## src/rtl/morse_pkg.sv

```systemverilog
// Shared types and constants for the Morse symbol framer.
// Holds the FSM state encoding, symbol bit values and the default code-word capacity.
package morse_pkg;

    typedef enum logic [1:0] {
        IDLE  = 2'd0,
        MARK  = 2'd1,
        SPACE = 2'd2,
        GAP   = 2'd3
    } state_t;

    localparam logic SYM_DOT  = 1'b0;
    localparam logic SYM_DASH = 1'b1;

    localparam int MAX_SYMBOLS_DEF = 5;

endpackage

```

## src/rtl/morse_symbol_framer_sync.sv

```systemverilog
// Two-flop synchronizer followed by a registered rise/fall detector.
// A pin edge shows up as a one-clk pulse three clocks later.
module sync_edge (
    input  logic clk,
    input  logic rst,
    input  logic din,
    output logic rise,
    output logic fall
);

    logic meta;
    logic stable;
    logic prev;

    // NOTE: sequential state uses non-blocking assignments so each flop samples pre-edge values.
    always_ff @(posedge clk or posedge rst) begin
        if (rst) begin
            meta   <= 1'b0;
            stable <= 1'b0;
            prev   <= 1'b0;
            rise   <= 1'b0;
            fall   <= 1'b0;
        end else begin
            meta   <= din;
            stable <= meta;
            prev   <= stable;
            rise   <= stable & ~prev;
            fall   <= ~stable & prev;
        end
    end

endmodule

```

## src/rtl/morse_symbol_framer.sv

```systemverilog
// Times key marks/spaces in divided-clock units, classifies dot/dash and
// frames each letter into a code word with valid, error and word-gap strobes.
module morse_symbol_framer
    import morse_pkg::*;
#(
    parameter int DASH_UNITS       = 3,
    parameter int LETTER_GAP_UNITS = 3,
    parameter int WORD_GAP_UNITS   = 7,
    parameter int MAX_SYMBOLS      = MAX_SYMBOLS_DEF,
    parameter int CNT_W            = 4
) (
    input  logic                   clk,
    input  logic                   rst,
    input  logic                   tick_in,
    input  logic                   key,
    output logic [MAX_SYMBOLS-1:0] sym_code,
    output logic [2:0]             sym_len,
    output logic                   letter_valid,
    output logic                   letter_err,
    output logic                   word_gap,
    output logic                   busy
);

    localparam logic [CNT_W-1:0] DASH_CNT   = CNT_W'(DASH_UNITS);
    localparam logic [CNT_W-1:0] LETTER_CNT = CNT_W'(LETTER_GAP_UNITS);
    localparam logic [CNT_W-1:0] WORD_CNT   = CNT_W'(WORD_GAP_UNITS);
    localparam logic [CNT_W-1:0] CNT_MAX    = '1;
    localparam logic [2:0]       MAX_LEN    = 3'(MAX_SYMBOLS);

    logic tick_p;
    logic tick_fall_unused;
    logic key_dn;
    logic key_up;

    sync_edge u_tick_sync (
        .clk  (clk),
        .rst  (rst),
        .din  (tick_in),
        .rise (tick_p),
        .fall (tick_fall_unused)
    );

    sync_edge u_key_sync (
        .clk  (clk),
        .rst  (rst),
        .din  (key),
        .rise (key_dn),
        .fall (key_up)
    );

    state_t state;
    state_t state_next;

    logic [CNT_W-1:0]       ucnt;
    logic [CNT_W-1:0]       ucnt_inc;
    logic                   key_edge;
    logic                   cnt_step;

    logic [MAX_SYMBOLS-1:0] acc_code;
    logic [2:0]             acc_len;
    logic                   acc_err;
    logic                   acc_full;
    logic                   sym_class;

    logic                   acc_clear;
    logic                   acc_append;
    logic                   emit_letter;
    logic                   emit_word;

    // A key edge wins over a coincident tick: the count clears and the tick is lost.
    assign key_edge  = key_dn | key_up;
    assign cnt_step  = tick_p & ~key_edge & (ucnt != CNT_MAX);
    assign ucnt_inc  = ucnt + CNT_W'(1);
    assign acc_full  = (acc_len >= MAX_LEN);
    assign sym_class = (ucnt >= DASH_CNT) ? SYM_DASH : SYM_DOT;
    assign busy      = (state != IDLE);

    always_ff @(posedge clk or posedge rst) begin
        if (rst) begin
            state <= IDLE;
        end else begin
            state <= state_next;
        end
    end

    // Gap thresholds are tested on the count being reached this cycle so the
    // registered strobes land in the clk right after the qualifying tick.
    always_comb begin
        // NOTE: every output gets a default first so no path infers a latch.
        state_next  = state;
        acc_clear   = 1'b0;
        acc_append  = 1'b0;
        emit_letter = 1'b0;
        emit_word   = 1'b0;
        unique case (state)
            IDLE: begin
                if (key_dn) begin
                    acc_clear  = 1'b1;
                    state_next = MARK;
                end
            end
            MARK: begin
                if (key_up) begin
                    acc_append = 1'b1;
                    state_next = SPACE;
                end
            end
            SPACE: begin
                if (key_dn) begin
                    state_next = MARK;
                end else if (cnt_step && (ucnt_inc == LETTER_CNT)) begin
                    emit_letter = 1'b1;
                    state_next  = GAP;
                end
            end
            GAP: begin
                if (key_dn) begin
                    acc_clear  = 1'b1;
                    state_next = MARK;
                end else if (cnt_step && (ucnt_inc == WORD_CNT)) begin
                    emit_word  = 1'b1;
                    state_next = IDLE;
                end
            end
            default: state_next = IDLE;
        endcase
    end

    always_ff @(posedge clk or posedge rst) begin
        if (rst) begin
            ucnt <= '0;
        end else if (key_edge) begin
            ucnt <= '0;
        end else if (cnt_step) begin
            ucnt <= ucnt_inc;
        end
    end

    always_ff @(posedge clk or posedge rst) begin
        if (rst) begin
            acc_code <= '0;
            acc_len  <= '0;
            acc_err  <= 1'b0;
        end else if (acc_clear) begin
            acc_code <= '0;
            acc_len  <= '0;
            acc_err  <= 1'b0;
        end else if (acc_append) begin
            if (!acc_full) begin
                acc_code[acc_len] <= sym_class;
                acc_len           <= acc_len + 3'd1;
            end else begin
                acc_err <= 1'b1;
            end
        end
    end

    // Letter outputs only move together with letter_valid and hold otherwise.
    always_ff @(posedge clk or posedge rst) begin
        if (rst) begin
            sym_code     <= '0;
            sym_len      <= '0;
            letter_err   <= 1'b0;
            letter_valid <= 1'b0;
            word_gap     <= 1'b0;
        end else begin
            letter_valid <= emit_letter;
            word_gap     <= emit_word;
            if (emit_letter) begin
                sym_code   <= acc_code;
                sym_len    <= acc_len;
                letter_err <= acc_err;
            end
        end
    end

endmodule

```

## config.mk

```make
export PLATFORM = sky130hd
export DESIGN_NAME = morse_symbol_framer
export DESIGN_NICKNAME = d
export VERILOG_FILES = /design/src/rtl/morse_pkg.sv /design/src/rtl/morse_symbol_framer_sync.sv /design/src/rtl/morse_symbol_framer.sv
export SDC_FILE = /design/constraint.sdc
export NUM_CORES = 1
export LEC_CHECK = 0
export BUFFER_PORTS_ARGS = -buffer_cell sky130_fd_sc_hd__buf_2
export CORE_AREA = 5 5 66 73
export CTS_BUF_LIST = sky130_fd_sc_hd__clkbuf_4
export DETAILED_ROUTE_END_ITERATION = 8
export DIE_AREA = 0 0 71 78
export GPL_TIMING_DRIVEN = 0
export PLACE_DENSITY = 0.71
export SYNTH_ARGS = -nofsm -noshare
export SYNTH_HDL_FRONTEND = slang
export SYNTH_HIERARCHICAL = 1
export SYNTH_SLANG_ARGS = --single-unit
export TNS_END_PERCENT = 10
```

## constraint.sdc

```tcl
create_clock -name clk -period 2.5 [get_ports clk]
set_clock_uncertainty 0.15 [all_clocks]
set_input_delay 0.125 -clock clk [delete_from_list [all_inputs] [get_ports clk]]
set_output_delay 0.125 -clock clk [all_outputs]
set_load 0.02 [all_outputs]
```

# Word level (Yosys, flattened, before mapping)
# Index checks and enable logic that the tools add are counted.
totals:
  ff_bits: 35
  latchBits: 0
  ram_bits: 0
  romBits: 0
  in_bits: 4
  output_inout_bits: 12
  word_cells: 90
  mem_count: 0
classes:
  addsub: 2
  n_mul: 0
  div: 0
  order_cmp: 4
  n_eq_ne: 11
  n_shift: 0
  mux: 32
  bitwise_logic: 10
  n_reduce_logical: 12
ops:
  columns: ["cell", "count"]
  rows:
  - ["$mux W1", 15]
  - ["$mux W5", 3]
  - ["$mux W2", 6]
  - ["$mux W3", 3]
  - ["$mux W4", 2]
  - ["$pmux W2 S4", 1]
  - ["$reduce_bool A2 Y1", 4]
  - ["$ne A2 B1 Y1 const B", 3]
  - ["$ne A3 B2 Y1 const B", 2]
  - ["$and A1 B1 Y1", 5]
  - ["$bwmux W5", 1]
  - ["$add A4 B1 Y4 const B", 1]
  - ["$eq A2 B2 Y1 const B", 2]
  - ["$eq A4 B2 Y1 const B", 1]
  - ["$eq A4 B3 Y1 const B", 1]
  - ["$ge A4 B2 Y1 const B", 1]
  - ["$lt A3 B4 Y1 const B", 1]
  - ["$ne A4 B4 Y1 const B", 1]
  - ["$not A1 Y1", 4]
  - ["$reduce_and A2 Y1", 2]
  - ["$reduce_and A4 Y1", 1]
  - ["$add A3 B1 Y3 const B", 1]
  - ["$demux W1 S3", 1]
  - ["$ge A3 B1 Y1 const B", 1]
  - ["6 further kinds", 8]

# Depth between registers and ports, before layout
# Gate-level depths: netlist (run 1).
depth:
  ltp_word: 8
  ltp_mapped: 7
  depth_no_buf: 7

# Hierarchy
# Netlist (run 1), hierarchy kept.
modules_own_cells:
  columns: ["mod", "n_inst", "cells_per_inst", "area_each_um2", "seq_area_each_um2"]
  rows:
  - ["morse_symbol_framer", 1, 130, 1438.9, 650.6]
  - ["sync_edge", 2, 8, 143.9, 125.1]

# Worst setup path before layout (run 1)
# OpenSTA, ideal clock, no wires.
synth_timing:
  kind: "register to register"
  from: "reg ucnt[1]"
  to: "reg letter_err"
  setup_ns: 0.125
  arrival_ns: 1.641
  required_time_ns: 2.225
  path_slack_ns: 0.584
  stages_incl_launch_ff: 8
  path_buffers: 2
  period_less_slack_ns: 1.916
  path_cell_list: "dfrtp_1 > ha_1 > clkbuf_1 > nand3b_1 > o21a_1 > and3b_1 > buf_6 > mux2_4"
synth_via:
  elab_chain_len: 6
  elab_cells_between_ends: 8
  cone_classes: "1 x add/sub; 2 x eq/ne; 3 x mux; 1 x bitwise; 1 x reduce/logical"
synth_rtl:
  columns: ["item", "line_no", "text"]
  rows:
  - ["from (decl)", "morse_symbol_framer.sv:54", "logic [CNT_W-1:0] ucnt;"]
  - ["from (signal assigned)", "morse_symbol_framer.sv:135", "ucnt <= ucnt_inc;"]
  - ["$add A4 B1 Y4 or $ne A4 B4 Y1 (tied branches)", "morse_symbol_framer.sv:73, morse_symbol_framer.sv:72", null]
  - ["$eq A4 B2 Y1 or $and A1 B1 Y1 (tied branches)", "morse_symbol_framer.sv:111, morse_symbol_framer.sv:72", null]
  - ["$logic_and A1 B1 Y1 *", "morse_symbol_framer.sv:111", "end else if (cnt_step && (ucnt_inc == LETTER_CNT)) begin"]
  - ["$mux W1 *", "morse_symbol_framer.sv:111", null]
  - ["$mux W1 *", "morse_symbol_framer.sv:109", "if (key_dn) begin"]
  - ["$mux W1 *", "morse_symbol_framer.sv:95", "unique case (state)"]
  - ["net emit_letter", "morse_symbol_framer.sv:67", "logic emit_letter;"]
  - ["to (signal assigned)", "morse_symbol_framer.sv:172", "letter_err <= acc_err;"]
  - ["to (decl)", "morse_symbol_framer.sv:19", "output logic letter_err,"]
# Mark *: on every way through the listed nets, which the timed path passes. The rest lies on a longest branch.
# A chain may end at the register's enable or synchronous reset.

# Worst setup path in the final report (run 1)
layout_timing:
  from: "reg ucnt[1]"
  to: "reg sym_code[2]"
layout_via:
  elab_chain_len: 6
  elab_cells_between_ends: 8
  cone_classes: "1 x add/sub; 2 x eq/ne; 3 x mux; 1 x bitwise; 1 x reduce/logical"
layout_rtl:
  columns: ["item", "line_no", "text"]
  rows:
  - ["$add A4 B1 Y4 or $ne A4 B4 Y1 (tied branches)", "morse_symbol_framer.sv:73, morse_symbol_framer.sv:72", null]
  - ["$eq A4 B2 Y1 or $and A1 B1 Y1 (tied branches)", "morse_symbol_framer.sv:111, morse_symbol_framer.sv:72", null]
  - ["$logic_and A1 B1 Y1 *", "morse_symbol_framer.sv:111", null]
  - ["$mux W1 *", "morse_symbol_framer.sv:111", null]
  - ["$mux W1 *", "morse_symbol_framer.sv:109", null]
  - ["$mux W1 *", "morse_symbol_framer.sv:95", null]
  - ["net emit_letter", "morse_symbol_framer.sv:67", null]
  - ["to (signal assigned)", "morse_symbol_framer.sv:170", "sym_code <= acc_code;"]
  - ["to (decl)", "morse_symbol_framer.sv:16", "output logic [MAX_SYMBOLS-1:0] sym_code,"]
# Marked as above.

==> flow_metrics.env, run 1 <==
export IMPL_status="finished clean"
export IMPL_fmax_mhz=472
export IMPL_cts_max_level=2
export IMPL_rsz0062_at_grt="no"
export IMPL_ir_worst_vdd_mv=0.375
export IMPL_dp_final_hpwl_mm=2.23
export IMPL_routabilityCongestion=0.807
export IMPL_place_ws_ps=415
export IMPL_cts_resized=0
export IMPL_grt_max_degree=27
export IMPL_worst_pin_slew_ps=1020
export IMPL_synthCells=144
export IMPL_path_clk_slew_ps=110
export IMPL_setup_tns_final_ps=0
export IMPL_start_util_pct=42.7
export IMPL_r2r_cells=7
export IMPL_required_ps=2580
export IMPL_post_route_min_period_ps=2120
export IMPL_vias=1177
export IMPL_maxSlewHeadroom_pct=32.2
export IMPL_cap_violations=0
export IMPL_placedCellCount=211
export IMPL_fin_ws_ps=380
export IMPL_avgSynthCellArea_um2=11.8
export IMPL_synthToLayoutAreaGrowth_pct=13.2
export IMPL_via_per_inst=5.30
export IMPL_crit_path_start_kind="register"
export IMPL_crit_start="ucnt[1]"
export IMPL_ant_nets=0
export IMPL_seq_area_um2=876
export IMPL_grt_pass1_wl_mm=5.60
export IMPL_ios=16
export IMPL_rrSetupSlack_ps=380
export IMPL_wirelength_mm=3.15
export IMPL_stdcell_count=222
export IMPL_dieArea_mm2=0.00554
export IMPL_p_per_area_mw_per_mm2=755
export IMPL_n_fill_cell=387
export IMPL_grt_antenna_before_repair=0
export IMPL_cp_max_fo=10
export IMPL_worst_setup_path_end_kind="register"
export IMPL_fin_crit_sh_pct=84.8
export IMPL_drtIter0Drc=73
export IMPL_fp_row_count=24
export IMPL_yosys_warnings=6
export IMPL_die_h_um=78
export IMPL_crit_type="register to register"
export IMPL_clk_latency_ps=340
export IMPL_numCtsBuffers=5
export IMPL_nets=182
export IMPL_overflow=0
export IMPL_cts_tree="built"
export IMPL_use_met1_pct=13.9
export IMPL_syn_nets=157
export IMPL_fp_dieW_um=71
export IMPL_core_area_mm2=0.00396
export IMPL_hold_viol_final=0
export IMPL_grt_usage_pct=12.8
export IMPL_wl_per_cell_um=14.2
export IMPL_grt_use_met2_pct=22.4
export IMPL_leakage_nw=0.970
export IMPL_multi_input_area_um2=741
export IMPL_reg2reg_to="sym_code[2]"
export IMPL_remaining_drc_errors=0
export IMPL_grt_busiest_layer="met2"
export IMPL_ctsRootBufferMaster="clkbuf_4"
export IMPL_syn_area_mm2=0.00169
export IMPL_setup_violations=0
export IMPL_drv_slew=0
export IMPL_diodes=0
export IMPL_clockBufferDepth=2
export IMPL_cp_arrival_ps=2200
export IMPL_grt_pass1_vias=1253
export IMPL_clock_sinks=35
export IMPL_fin_hold_ws_ps=60.5
export IMPL_drive_above_1_share_pct=23.5
export IMPL_r2r_start="ucnt[1]"
export IMPL_io_buffers=15
export IMPL_first_pass_iters=5
export IMPL_grt_use_met3_pct=4.39
export IMPL_hold_class="input pin to asynchronous set/reset pin"
stage by stage:
| stage | util [%] | power [W] | area, µm² |
|---|---|---|---|
| floorplan | - | 0.00104 | 1690 |
| global placement | 46.2 | 0.00112 | 1830 |
| detailed placement | 46.2 | 0.00116 | 1830 |
| CTS | 48.3 | 0.00146 | 1920 |
| global route | 48.3 | 0.00156 | 1920 |
| finish | 48.3 | 0.00145 | 1920 |
routing by layer:
metal	wire length, µm	vias up
li1	-	551
met1	1250	587
met2	1640	32
met3	201	7
met4	53	0
met5	0	-
power by group:
part	switching (W)	leakage, nW	total (W)	internal [W]
clock network	0.000189	0.0347	0.000293	0.000105
logic	0.000263	0.471	0.000452	0.000190
registers	0.0000773	0.464	0.000700	0.000623
cell type report:
cell class / count / area share, %
Sequential cell: 35 / 45.7
Timing Repair Buffer: 18 / 5.49
Inverter: 10 / 1.96
Buffer: 6 / 2.02
Clock buffer: 5 / 1.96
Multi-Input combinational cell: 93 / 38.7
Tap cell: 52 / 3.40
Clock inverter: 3 / 0.784
layout by cell type (no fill, tap or decap), drive strengths merged, types with 2 or more instances in the layout:
cell type / count
a21oi: 6
a31oi: 2
clkinv: 3
inv: 10
nor3: 4
dlygate4sd3: 3
nor2: 11
nor4: 2
nor2b: 4
a211oi: 3
xnor2: 2
buf: 18
nand3: 5
nand2: 5
o21ai: 2
clkbuf: 8
ha: 9
nand3b: 2
dfrtp: 35
mux2: 9
nand2b: 2
o21a: 2
mux2i: 5
or3: 2
o211ai: 2
worst max path at each step:
stage                       end  slack, ps
floorplan            letter_err        580
global placement    sym_code[4]        470
detailed placement  sym_code[2]        410
CTS                 sym_code[2]        390
global route        sym_code[0]        240
finish              sym_code[2]        380
worst max-delay path: stages, from the launching register on:
cell      delay, ps
dfrtp_1         450
ha_1            170
clkbuf_1        260
nand3b_1        110
o21a_1          130
and3b_1         220
buf_6           180
mux2_4          310
registers in the layout, summed over array words and instances, names as in the netlist:
signal / flops
letter_valid: 1
u_tick_sync/meta: 1
u_key_sync/stable: 1
acc_code: 5
sym_code: 5
u_tick_sync/prev: 1
u_key_sync/rise: 1
acc_err: 1
u_key_sync/meta: 1
state: 2
ucnt: 4
letter_err: 1
acc_len: 3
u_key_sync/fall: 1
u_tick_sync/rise: 1
u_key_sync/prev: 1
word_gap: 1
sym_len: 3
u_tick_sync/stable: 1
timing repair:
action	4_1_cts	5_1_grt
setup buffers	0	0
hold endpoints to repair	37	0
hold buffers	3	0
Power figures use the tool's default switching activity.
==> inputs of run 2 (changes only) <==
PLACE_DENSITY = 0.73   (was 0.71)
clock period = 1.7 ns   (was 2.5 ns; I/O delays follow)
==> flow_metrics.env, run 2 (synthesis gave the netlist of run 1 again) <==
export IMPL_crit_type="register to register"
export IMPL_fin_hold_ws_ps=18.4
export IMPL_fin_crit_sh_pct=112
export IMPL_final_core_util_pct=53.2
export IMPL_slowest_delay_ps=490
export IMPL_dp_final_hpwl_mm=2.23
export IMPL_fin_ws_ps=-208
export IMPL_status="finished with violations"
export IMPL_path_clk_slew_ps=110
export IMPL_grt_usage_pct=13.2
export IMPL_grt_antenna_before_repair=0
export IMPL_synthToLayoutAreaGrowth_pct=24.5
export IMPL_crit_path_start_kind="register"
export IMPL_start_util_pct=42.7
export IMPL_wirelength_mm=3.35
export IMPL_remaining_drc_errors=0
export IMPL_layout_commonest_cell="dfrtp_1"
export IMPL_place_ws_ps=-249
export IMPL_p_per_area_mw_per_mm2=1200
export IMPL_p_switching_w=0.000828
export IMPL_critPathTopFamily="flip-flops"
export IMPL_reg2reg_to="sym_len[1]"
export IMPL_critPathSlowestCell="dfrtp_2"
export IMPL_grt_pass1_wl_mm=5.79
export IMPL_vias=1207
export IMPL_ctsRootBufferMaster="clkbuf_4"
export IMPL_cap_violations=0
export IMPL_ios=16
export IMPL_grt_pass1_vias=1307
export IMPL_worst_setup_path_end_kind="register"
export IMPL_die_h_um=78
export IMPL_drtIter0Drc=107
export IMPL_drive_above_1_share_pct=37.4
export IMPL_r2r_start="ucnt[0]"
export IMPL_cts_tree="built"
export IMPL_final_cell_mix="28 x dfrtp_1, 16 x buf_2, 11 x nor2_1, 9 x mux2_4"
export IMPL_numCtsBuffers=5
export IMPL_maxSlewHeadroom_pct=33.5
export IMPL_leakage_nw=1.00
export IMPL_seqPwrFrac_pct=41.9
export IMPL_required_ps=1780
export IMPL_clkPwrFrac_pct=29.1
export IMPL_clk_latency_ps=330
export IMPL_nets=186
export IMPL_fmax_mhz=524
export IMPL_cp_arrival_ps=1990
export IMPL_fp_row_count=24
export IMPL_worst_pin_slew_ps=996
export IMPL_ir_worst_vdd_mv=0.701
export IMPL_p_sw_share_pct=32.6
export IMPL_io_buffers=15
export IMPL_cts_max_level=2
export IMPL_post_route_min_period_ps=1910
export IMPL_rsz0062_at_grt="yes"
export IMPL_setup_violations=19
export IMPL_cp_max_fo=8
export IMPL_grt_max_degree=27
export IMPL_largest_registers="acc_code x5, sym_code x5, ucnt x4"
export IMPL_dieArea_mm2=0.00554
export IMPL_cp_num_buf_inv=1
export IMPL_drv_slew=0
export IMPL_clock_sinks=35
export IMPL_ant_nets=0
export IMPL_violations="setup timing"
export IMPL_diodes=0
export IMPL_fp_dieW_um=71
export IMPL_via_per_inst=5.34
export IMPL_routabilityCongestion=0.796
export IMPL_internal_power_w=0.00171
export IMPL_crit_chain="ha_4 -> o21a_1 -> and3b_2 -> buf_6 -> mux2_4"
export IMPL_overflow=0
export IMPL_rrSetupSlack_ps=-210
export IMPL_clockBufferDepth=2
export IMPL_pwr_share_comb_pct=29.0
export IMPL_core_area_mm2=0.00396
export IMPL_hold_class="input pin to asynchronous set/reset pin"
export IMPL_wl_per_cell_um=14.8
export IMPL_hold_viol_final=0
export IMPL_r2r_cells=5
export IMPL_first_pass_iters=4
-- run 2: cell types whose count changed in the layout (fill, tap and decap cells not counted), moves of 3 or more --
cell / change
buf_4: +3
clkinv_2: -3
dfrtp_1: -7
dfrtp_2: +7
ha_1: -3
inv_1: -3
-- run 2: worst max-delay path by stage --
| stage | endpoint | slack, ps | startpoint | cells after the start |
|---|---|---|---|---|
| final | sym_len[1] | -210 | ucnt[0] | 5 |
| after global routing | sym_code[4] | -290 | ucnt[0] | 7 |
| after CTS | sym_len[1] | -190 | ucnt[2] | 7 |
| after detailed placement | sym_code[3] | -250 | ucnt[1] | 6 |
| after global placement | sym_code[4] | -230 | ucnt[1] | 6 |
| after floorplan | letter_err | -160 | ucnt[1] | 6 |
-- run 2: worst min-delay path: stages --
cell,delay (ps)
dlygate4sd3_1,520
buf_2,130
inv_1,130
-- run 2: through the flow --
step | TNS, ps | instance area (µm²) | power, W | cells
floorplan | -1710 | 1710 | 0.00153 | 144
global placement | -3510 | 1850 | 0.00165 | 211
detailed placement | -4090 | 1850 | 0.00169 | 211
CTS | -2690 | 2070 | 0.00249 | 226
global route | -3880 | 2110 | 0.00271 | 226
finish | -2440 | 2110 | 0.00254 | 226
-- run 2: cell type report --
type,instances,area [µm²]
fill,371,1860
sequential,35,885
multi-input combinational,93,828
timing repair buffer,23,150
clock inverter,3,67.6
tap,52,65.1
inverter,10,40.0
clock buffer,5,37.5
buffer,5,35.0
-- run 2: routing by layer --
metal	routed length (µm)	share of wire, %	track usage [%]
met1	1300	39	13.3
met2	1770	53	24.0
met3	198	5.9	5.04
met4	78	2.3	5.45
met5	0	0	0
-- run 2: repair_timing --
action	4_1_cts	5_1_grt
buffers inserted	4	0
gates cloned	1	0
endpoints found under the setup margin	20	20
hold endpoints to repair	37	0
hold buffers	3	0
resized for setup	19	9
pin swaps	6	4
-- run 2: power by group through the flow --
| stage | sequential (W) | combinational, W | clock (W) |
|---|---|---|---|
| after floorplan | 0.00102 | 0.000511 | 0 |
| after global placement | 0.00104 | 0.000614 | 0 |
| after detailed placement | 0.00105 | 0.000644 | 0 |
| after CTS | 0.00104 | 0.000687 | 0.000762 |
| after global routing | 0.00108 | 0.000820 | 0.000805 |
| final | 0.00106 | 0.000737 | 0.000738 |
